`src/rtl/strng_pkg.sv`:
```
// Shared definitions for the strng_ctrl sequencing controller.
package strng_pkg;

  // Controller state encoding, also driven out on the state port.
  typedef enum logic [1:0] {
    ST_IDLE   = 2'd0,
    ST_WARMUP = 2'd1,
    ST_RUN    = 2'd2,
    ST_FAULT  = 2'd3
  } state_t;

  // Divider settings for common sample rates from a 50 MHz system clock.
  localparam int DIV_50MHZ = 0;
  localparam int DIV_25MHZ = 1;
  localparam int DIV_10MHZ = 4;
  localparam int DIV_5MHZ  = 9;
  localparam int DIV_2MHZ  = 24;
  localparam int DIV_1MHZ  = 49;

  // True in the states where the divider runs and samples are taken.
  function automatic logic is_active(input state_t st);
    return (st == ST_WARMUP) || (st == ST_RUN);
  endfunction

endpackage

```
`src/rtl/strng_fifo.sv`:
```
// Synchronous first-word fall-through FIFO with flush and occupancy output.
module strng_fifo #(
  parameter int DW         = 8,
  parameter int FIFO_DEPTH = 8
) (
  input  logic                          clk,
  input  logic                          rstn,
  input  logic                          push,
  input  logic                          pop,
  input  logic                          flush,
  input  logic [DW-1:0]                 din,
  output logic [DW-1:0]                 dout,
  output logic                          full,
  output logic                          empty,
  output logic [$clog2(FIFO_DEPTH):0]   level
);

  localparam int AW = $clog2(FIFO_DEPTH);
  localparam logic [AW:0] PTR_INC = (AW+1)'(1);

  logic [DW-1:0] mem [FIFO_DEPTH];
  logic [AW:0]   wr_ptr_r;
  logic [AW:0]   rd_ptr_r;
  logic          do_push;
  logic          do_pop;

  // Extra pointer bit distinguishes full from empty when the indices match.
  assign empty   = (wr_ptr_r == rd_ptr_r);
  assign full    = (wr_ptr_r[AW] != rd_ptr_r[AW]) &&
                   (wr_ptr_r[AW-1:0] == rd_ptr_r[AW-1:0]);
  assign level   = wr_ptr_r - rd_ptr_r;
  assign do_push = push && !full && !flush;
  assign do_pop  = pop && !empty && !flush;
  // Head is forced to zero when empty so stale entries never show.
  assign dout    = empty ? '0 : mem[rd_ptr_r[AW-1:0]];

  // Pointer update; flush discards everything in one cycle.
  always_ff @(posedge clk or negedge rstn) begin
    if (!rstn) begin
      wr_ptr_r <= '0;
      rd_ptr_r <= '0;
    end else if (flush) begin
      wr_ptr_r <= '0;
      rd_ptr_r <= '0;
    end else begin
      if (do_push) wr_ptr_r <= wr_ptr_r + PTR_INC;
      if (do_pop)  rd_ptr_r <= rd_ptr_r + PTR_INC;
    end
  end

  // Storage write; contents are only meaningful between the pointers.
  always_ff @(posedge clk) begin
    if (do_push) mem[wr_ptr_r[AW-1:0]] <= din;
  end

endmodule

```
`src/rtl/strng_ctrl.sv`:
```
// Sequencing controller for strng_core: sample strobe divider, warm-up
// discard, repetition-count health test and buffered output stream.
module strng_ctrl import strng_pkg::*; #(
  parameter int DIV_VAL    = DIV_2MHZ,
  parameter int WARMUP     = 256,
  parameter int REP_LIMIT  = 8,
  parameter int FIFO_DEPTH = 8,
  parameter int DW         = 8
) (
  input  logic                          clk,
  input  logic                          rstn,
  input  logic                          en,
  input  logic                          clr_fault,
  input  logic [DW-1:0]                 rnd_data,
  output logic                          sample_en,
  output logic                          rnd_valid,
  input  logic                          rnd_ready,
  output logic [DW-1:0]                 rnd_out,
  output logic [$clog2(FIFO_DEPTH):0]   fifo_level,
  output logic [1:0]                    state,
  output logic                          fault
);

  localparam int DIVW = (DIV_VAL > 0) ? $clog2(DIV_VAL + 1) : 1;
  localparam int WW   = $clog2(WARMUP + 1);
  localparam logic [DIVW-1:0] DIV_MAX   = DIVW'(DIV_VAL);
  localparam logic [WW-1:0]   WARM_LAST = WW'(WARMUP - 1);
  localparam logic [7:0]      REP_MAX   = 8'(REP_LIMIT);

  state_t          state_r;
  state_t          state_nxt;
  logic            fault_r;
  logic [DIVW-1:0] div_cnt_r;
  logic [WW-1:0]   warm_cnt_r;
  logic [7:0]      rep_r;
  logic [7:0]      rep_nxt;
  logic [DW-1:0]   last_r;
  logic            first_r;
  logic            hold;
  logic            strobe;
  logic            fail;
  logic            push;
  logic            pop;
  logic            flush;
  logic            full;
  logic            empty;

  // Strobe decode and health test on the byte captured this cycle.
  always_comb begin
    hold    = (state_r == ST_RUN) && full;
    strobe  = is_active(state_r) && !hold && (div_cnt_r == DIV_MAX);
    if (!first_r && (rnd_data == last_r)) begin
      rep_nxt = rep_r + 8'd1;
    end else begin
      rep_nxt = 8'd1;
    end
    fail    = strobe && (rep_nxt == REP_MAX);
    push    = strobe && (state_r == ST_RUN) && !fail;
    flush   = (state_r == ST_FAULT);
    pop     = rnd_valid && rnd_ready;
  end

  // Next state: health failure beats en=0, which beats normal progress.
  always_comb begin
    state_nxt = state_r;
    case (state_r)
      ST_IDLE: begin
        if (en) state_nxt = ST_WARMUP;
        else    state_nxt = ST_IDLE;
      end
      ST_WARMUP: begin
        if (fail)                                   state_nxt = ST_FAULT;
        else if (!en)                               state_nxt = ST_IDLE;
        else if (strobe && (warm_cnt_r == WARM_LAST)) state_nxt = ST_RUN;
        else                                        state_nxt = ST_WARMUP;
      end
      ST_RUN: begin
        if (fail)     state_nxt = ST_FAULT;
        else if (!en) state_nxt = ST_IDLE;
        else          state_nxt = ST_RUN;
      end
      ST_FAULT: begin
        if (clr_fault) state_nxt = ST_IDLE;
        else           state_nxt = ST_FAULT;
      end
      default: state_nxt = ST_IDLE;
    endcase
  end

  // State register with the fault flag registered alongside it.
  always_ff @(posedge clk or negedge rstn) begin
    if (!rstn) begin
      state_r <= ST_IDLE;
      fault_r <= 1'b0;
    end else begin
      state_r <= state_nxt;
      fault_r <= (state_nxt == ST_FAULT);
    end
  end

  // Strobe divider; parked at zero outside WARMUP/RUN, frozen under backpressure.
  always_ff @(posedge clk or negedge rstn) begin
    if (!rstn) begin
      div_cnt_r <= '0;
    end else if (!is_active(state_r)) begin
      div_cnt_r <= '0;
    end else if (hold) begin
      div_cnt_r <= div_cnt_r;
    end else if (div_cnt_r == DIV_MAX) begin
      div_cnt_r <= '0;
    end else begin
      div_cnt_r <= div_cnt_r + DIVW'(1);
    end
  end

  // Warm-up sample counter; any exit from WARMUP restarts it.
  always_ff @(posedge clk or negedge rstn) begin
    if (!rstn) begin
      warm_cnt_r <= '0;
    end else if (state_r != ST_WARMUP) begin
      warm_cnt_r <= '0;
    end else if (strobe) begin
      warm_cnt_r <= warm_cnt_r + WW'(1);
    end
  end

  // Health-test history; IDLE is the only way into WARMUP, so clear it there.
  always_ff @(posedge clk or negedge rstn) begin
    if (!rstn) begin
      first_r <= 1'b1;
      rep_r   <= 8'd0;
      last_r  <= '0;
    end else if (state_r == ST_IDLE) begin
      first_r <= 1'b1;
      rep_r   <= 8'd0;
      last_r  <= '0;
    end else if (strobe) begin
      first_r <= 1'b0;
      rep_r   <= rep_nxt;
      last_r  <= rnd_data;
    end
  end

  strng_fifo #(
    .DW         (DW),
    .FIFO_DEPTH (FIFO_DEPTH)
  ) u_fifo (
    .clk   (clk),
    .rstn  (rstn),
    .push  (push),
    .pop   (pop),
    .flush (flush),
    .din   (rnd_data),
    .dout  (rnd_out),
    .full  (full),
    .empty (empty),
    .level (fifo_level)
  );

  assign sample_en = strobe;
  assign rnd_valid = !empty;
  assign state     = state_r;
  assign fault     = fault_r;

endmodule

```
`config.mk`:
```
export PLATFORM = sky130hd
export DESIGN_NAME = strng_ctrl
export DESIGN_NICKNAME = d
export VERILOG_FILES = /design/src/rtl/strng_pkg.sv /design/src/rtl/strng_fifo.sv /design/src/rtl/strng_ctrl.sv
export SDC_FILE = /design/constraint.sdc
export NUM_CORES = 1
export LEC_CHECK = 0
export CAP_MARGIN = 10
export CORE_UTILIZATION = 43
export DETAILED_ROUTE_END_ITERATION = 10
export PLACE_DENSITY = 0.62
export SETUP_SLACK_MARGIN = 0.15
export SYNTH_ARGS = -nofsm -noshare
export SYNTH_HDL_FRONTEND = slang
export SYNTH_HIERARCHICAL = 1
export SYNTH_SLANG_ARGS = --single-unit
```
`constraint.sdc`:
```
create_clock -name clk -period 4.45 [get_ports clk]
set_clock_uncertainty 0.05 [all_clocks]
set_input_delay 0.445 -clock clk [delete_from_list [all_inputs] [get_ports clk]]
set_output_delay 0.445 -clock clk [all_outputs]
set_load 0.05 [all_outputs]
```
---- Word level (Yosys, flattened, before mapping) ----
Memory sizes are Yosys's and may differ from the RTL's.
Cells that the tools add are included.
word-level totals
  register bits after elaboration ......... 42
  RAM bits ................................ 64
  input port bits ......................... 13
  memories kept ........................... 1
memory list
  memory      words  width  read ports  clocked after memory_dff  wr ports  line              RTL
  u_fifo.mem  8      8      1           0                         1         strng_fifo.sv:21  logic [DW-1:0] mem [FIFO_DEPTH];
operators by class
  $add $sub $neg .......................... 6
  equal/unequal tests ..................... 13
  mux-type cells .......................... 27
  reductions and logical operators ........ 26
operator list
  operator                                                               number
  8-bit two-way mux                                                      6
  9-bit two-way mux                                                      2
  4-bit two-way mux                                                      4
  5-bit two-way mux                                                      3
  1-bit logical AND                                                      14
  2-bit two-way mux                                                      6
  9-bit by 1-bit adder with 9-bit output, second input constant          1
  9-bit by 8-bit equality test with 1-bit output, second input constant  1
  4-bit by 1-bit adder with 4-bit output, second input constant          2
  8-bit by 1-bit adder with 8-bit output, second input constant          1
  8-bit by 4-bit equality test with 1-bit output, second input constant  1
  8-bit equality test                                                    1
  2-bit one-hot mux with 4 select lines                                  1
  2-bit nonzero test                                                     4
  2-bit equality test, second input constant                             3
  1-bit logical NOT                                                      6
  5-bit by 1-bit adder with 5-bit output, second input constant          1
  5-bit equality test, second input constant                             1
  1-bit two-way mux                                                      5
  4-bit equality test                                                    1
  4-bit subtractor                                                       1
  3-bit equality test                                                    1
  2-bit by 1-bit equality test with 1-bit output, second input constant  1
  2-bit logical NOT                                                      1
  4 further kinds                                                        4

---- Depth between registers and ports, before layout ----
  depth after elaboration ................. 13
  mapped depth ............................ 17
  gate-level depth less buffers ........... 13

---- Hierarchy ----
Netlist, hierarchy kept.
modules (own cells, without submodules)
  module      instances  cells each  area an instance (sq um)  sequential area each (sq um)
  strng_fifo  1          164         3002.9                    2122.0
  strng_ctrl  1          222         2008.2                    852.1

---- Worst setup path after synthesis ----
No wires, ideal clock.
  kind .................................... register to register
  from .................................... reg u_fifo.rd_ptr_r[1]
  to ...................................... mem u_fifo.mem[0][0] (enable)
  data arrival time ....................... 3.715 ns
  data required time ...................... 4.002 ns
  setup slack ............................. 0.287 ns
  stages on the path, launching flop included .. 16
  path buffers ............................ 4
  clock period less this slack ............ 4.163 ns
  path through ............................ dfrtp_1 buf_2 buf_2 inv_1 ha_1 nand3_1 nor2_1 nand2_1 nand3_4 inv_1 buf_2 buf_4 nand2_1 a21oi_1 o21ai_2 nor4b_1
between the ends
  word-level cells in the longest chain between the ends .. 13
ends and longest elaborated chain
  element                                      line              RTL
  start: declaration                           strng_fifo.sv:23  logic [AW:0] rd_ptr_r;
  start signal: assignment                     strng_fifo.sv:47  if (do_pop) rd_ptr_r <= rd_ptr_r + PTR_INC;
  3-bit equality test (*)                      strng_fifo.sv:30  (wr_ptr_r[AW-1:0] == rd_ptr_r[AW-1:0]);
  1-bit logical AND (*)                        strng_fifo.sv:29  assign full = (wr_ptr_r[AW] != rd_ptr_r[AW]) &&
  net full                                     strng_ctrl.sv:45  logic full;
  1-bit logical AND (*)                        strng_ctrl.sv:50  hold = (state_r == ST_RUN) && full;
  1-bit logical NOT (*)                        strng_ctrl.sv:51  strobe = is_active(state_r) && !hold && (div_cnt_r == DIV_MAX);
  1-bit logical AND (*) (2 in series)          strng_ctrl.sv:51
  net sample_en                                strng_ctrl.sv:15  output logic sample_en,
  1-bit logical AND                            strng_ctrl.sv:57  fail = strobe && (rep_nxt == REP_MAX);
  1-bit logical NOT                            strng_ctrl.sv:58  push = strobe && (state_r == ST_RUN) && !fail;
  1-bit logical AND (*)                        strng_ctrl.sv:58
  net push                                     strng_ctrl.sv:42  logic push;
  1-bit logical AND (*) (2 in series)          strng_fifo.sv:32  assign do_push = push && !full && !flush;
  1-bit two-way mux (*)                        strng_fifo.sv:53  if (do_push) mem[wr_ptr_r[AW-1:0]] <= din;
  1-bit two-way mux (implied by the code) (*)  strng_fifo.sv:53
  end: declaration                             strng_fifo.sv:21
The timed path passes the listed nets; every way through them passes the cells marked *.

---- Worst setup path in the final report ----
  from .................................... reg u_fifo.wr_ptr_r[0]
  to ...................................... out rnd_out[6]
between the ends
  word-level cells in the longest chain between the ends .. 2
ends and longest elaborated chain
  element                   line              RTL
  start: declaration        strng_fifo.sv:22  logic [AW:0] wr_ptr_r;
  start signal: assignment  strng_fifo.sv:46  if (do_push) wr_ptr_r <= wr_ptr_r + PTR_INC;
  4-bit equality test       strng_fifo.sv:28  assign empty = (wr_ptr_r == rd_ptr_r);
  net empty                 strng_ctrl.sv:46  logic empty;
  8-bit two-way mux         strng_fifo.sv:35  assign dout = empty ? '0 : mem[rd_ptr_r[AW-1:0]];
  end: declaration          strng_ctrl.sv:18  output logic [DW-1:0] rnd_out,
The timed path passes the listed nets, and every way through them passes these cells.

==> out/metrics.cfg <==
[status]
status=complete, no violations

[cts]
post-cts-setup-buffers=0
cts_buffer_depth=2
worstSkewPairLatency_ps=350
cts_num_sinks=106
ctsResizeCount=0
cts_max_level=3
hold_buffers=0
clkTransAtPathRegs_ps=70
cts_root_buffer=clkbuf_16
numCtsBuffers=9
cts_tree=yes

[timing]
finalMaxSlewViolations=0
tightest_slew_ps=966.2
setup_viol=0
fin_crit_ps=3769
fin_crit_sh_pct=84.70
finalSetupTns_ps=0
final-hold-violation-count=0
fmax_mhz=265.3
rsz0062_at_grt=no
finalWorstSetupSlack_ps=680.8
hold_slack_ps=198.0
maxSlewHeadroom_pct=35.59

[power]
irDropWorstVdd_v=0.0005248
leakage_uw=0.002164
powerDensity_mw_per_mm2=511.1

[logic_synthesis]
synth-main-ff-cell=edfxtp_1
syn_area_sq_mm=0.005011
yosys.area.top_type=edfxtp_1
syn-num-nets=414
postSynthCellCount=386
synth_cell_type_count=48
yosysMostFrequentCell=edfxtp_1
ys_warn_count=6
yosysTopAreaCellShare_pct=38.35
synth_seq_area_share_pct=59.35
synth-seq-cells=106
avgSynthCellArea_sq_um=12.98
async_flop_share_pct=39.62
synth_edf_count=64
synth.area.top_cells=edfxtp_1, dfrtp_1, mux4_2
synthTopCellsByCount=edfxtp_1, dfrtp_1, nand2_1

[critical_path]
cp.arrival_ps=3270
critPathLaunchType=flip-flop
crit_required_ps=3950
critPathKind=reg2out
r2r_slack_ps=920
cp_max_fo=8
cp-end-kind=output port

[final_layout]
final_area_sq_mm=0.005818
antenna_cells=0
utilization_pct=51.17
area_growth_syn_to_layout_pct=16.10
layout-drive-gt1-share_pct=13.46
fin_nets=454

[die]
die_area_sq_mm=0.01209
core-area_sq_mm=0.01137
rows=39
ios=30
die_y_um=110.0
die_w_um=110.0
initial_core_util_pct=44.07

[routing]
ant_nets=0
drt-vias-per-instance=5.432
vias=3118
wl_um=9293
drc=0
drt_pre_antenna_iters=4
drt_iter0_drc=159
drt-wirelength-per-cell_um=16.19

[job]
cap_violations=0

[grt]
grt_usage_pct=17.33
overflow=0
grt_max_degree=43
grt_pass1_vias=3134
grt_pass1_wl_um=15590
antenna_found_initial=0

[placement]
numPortBuffers=29
place_area_sq_mm=0.005513
dp.final_hpwl_um=6331
place_congestion=0.7681
place_ws_ps=931.0

[worst_hold_path]
holdCritPathClass=in2async

==> final timing paths <==
check,from,to,cells after the start
max in group asynchronous,rstn,last_r[0],1
max reg2reg,u_fifo/wr_ptr_r[0],u_fifo/mem[5][0],12
min in group clk,first_r,first_r,2
min,rstn,warm_cnt_r[4],1
max,u_fifo/wr_ptr_r[0],rnd_out[6],7
min reg2reg,first_r,first_r,2
==> final cells by class <==
cell class                 instances  area, sq um
timing repair buffer              45        402.9
inverter                          17        63.81
tap                              143        178.9
clock inverter                     6        76.32
multi-input combinational        247         1893
sequential                       106         2974
clock buffer                      10        229.0
fill                             971         5552
==> logic make-up after synthesis <==
kind of cell	Yosys count	share of synthesized area (%)
XOR/XNOR	26	4.544
AO/OA/AOI/OAI	62	8.215
AND/OR/NAND/NOR	126	13.28
buffers and inverters	33	3.121
adder cells (fa/ha/maj)	15	3.895
flip-flops	106	59.35
multiplexers	18	7.591
==> metal layers <==
layer	global-route usage (%)	routed length, um	vias up
met5	0	0	-
met4	6.000	107	0
met3	3.912	275	8
met2	27.81	4465	47
met1	23.15	4444	1555
li1	-	-	1508
==> flip-flops by register name, indices dropped and copies added (netlist names) <==
signal / cells
u_fifo/wr_ptr_r: 4
rep_r: 8
fault: 1
first_r: 1
u_fifo/mem: 64
warm_cnt_r: 9
u_fifo/rd_ptr_r: 4
div_cnt_r: 5
state: 2
last_r: 8
==> worst max-delay path: stages (launching register included) <==
cell,delay [ps]
dfrtp_1,490
inv_1,160
ha_1,360
nand3_1,240
nor2_1,160
nor2_1,470
a22o_1,240
clkdlybuf4s50_1,800
==> power by group <==
part | internal [uW] | switching, uW | leakage, uW
Sequential | 1070 | 20.9 | 0.00114
Clock | 448 | 366 | 0.000150
Combinational | 420 | 654 | 0.000872
Total | 1930 | 1040 | 0.00216
==> placed cells by master (no fill, tap or decap), drive strengths merged, types with 6 or more instances in the layout <==
master / Yosys / routed
a31oi: 6 / 6
xnor2: 19 / 19
nand2: 41 / 41
edfxtp: 64 / 64
and2: 10 / 10
xor2: 7 / 7
ha: 14 / 14
a21oi: 19 / 19
mux4: 16 / 16
nor3: 9 / 9
o21ai: 15 / 15
nor4: 6 / 6
nand3: 14 / 14
a22o: 8 / 8
buf: 8 / 18
clkbuf: 8 / 10
inv: 16 / 20
nor2: 15 / 15
clkdlybuf4s50: 0 / 27
nand4: 9 / 9
a21boi: 6 / 6
dfrtp: 41 / 41
==> stage by stage <==
step                instances  total power (uW)
floorplan                 386              1892
global placement          558              2169
detailed placement        558              2188
CTS                       574              3004
global route              574              3109
finish                    574              2974
No activity file was read; power rests on OpenSTA's default activity.
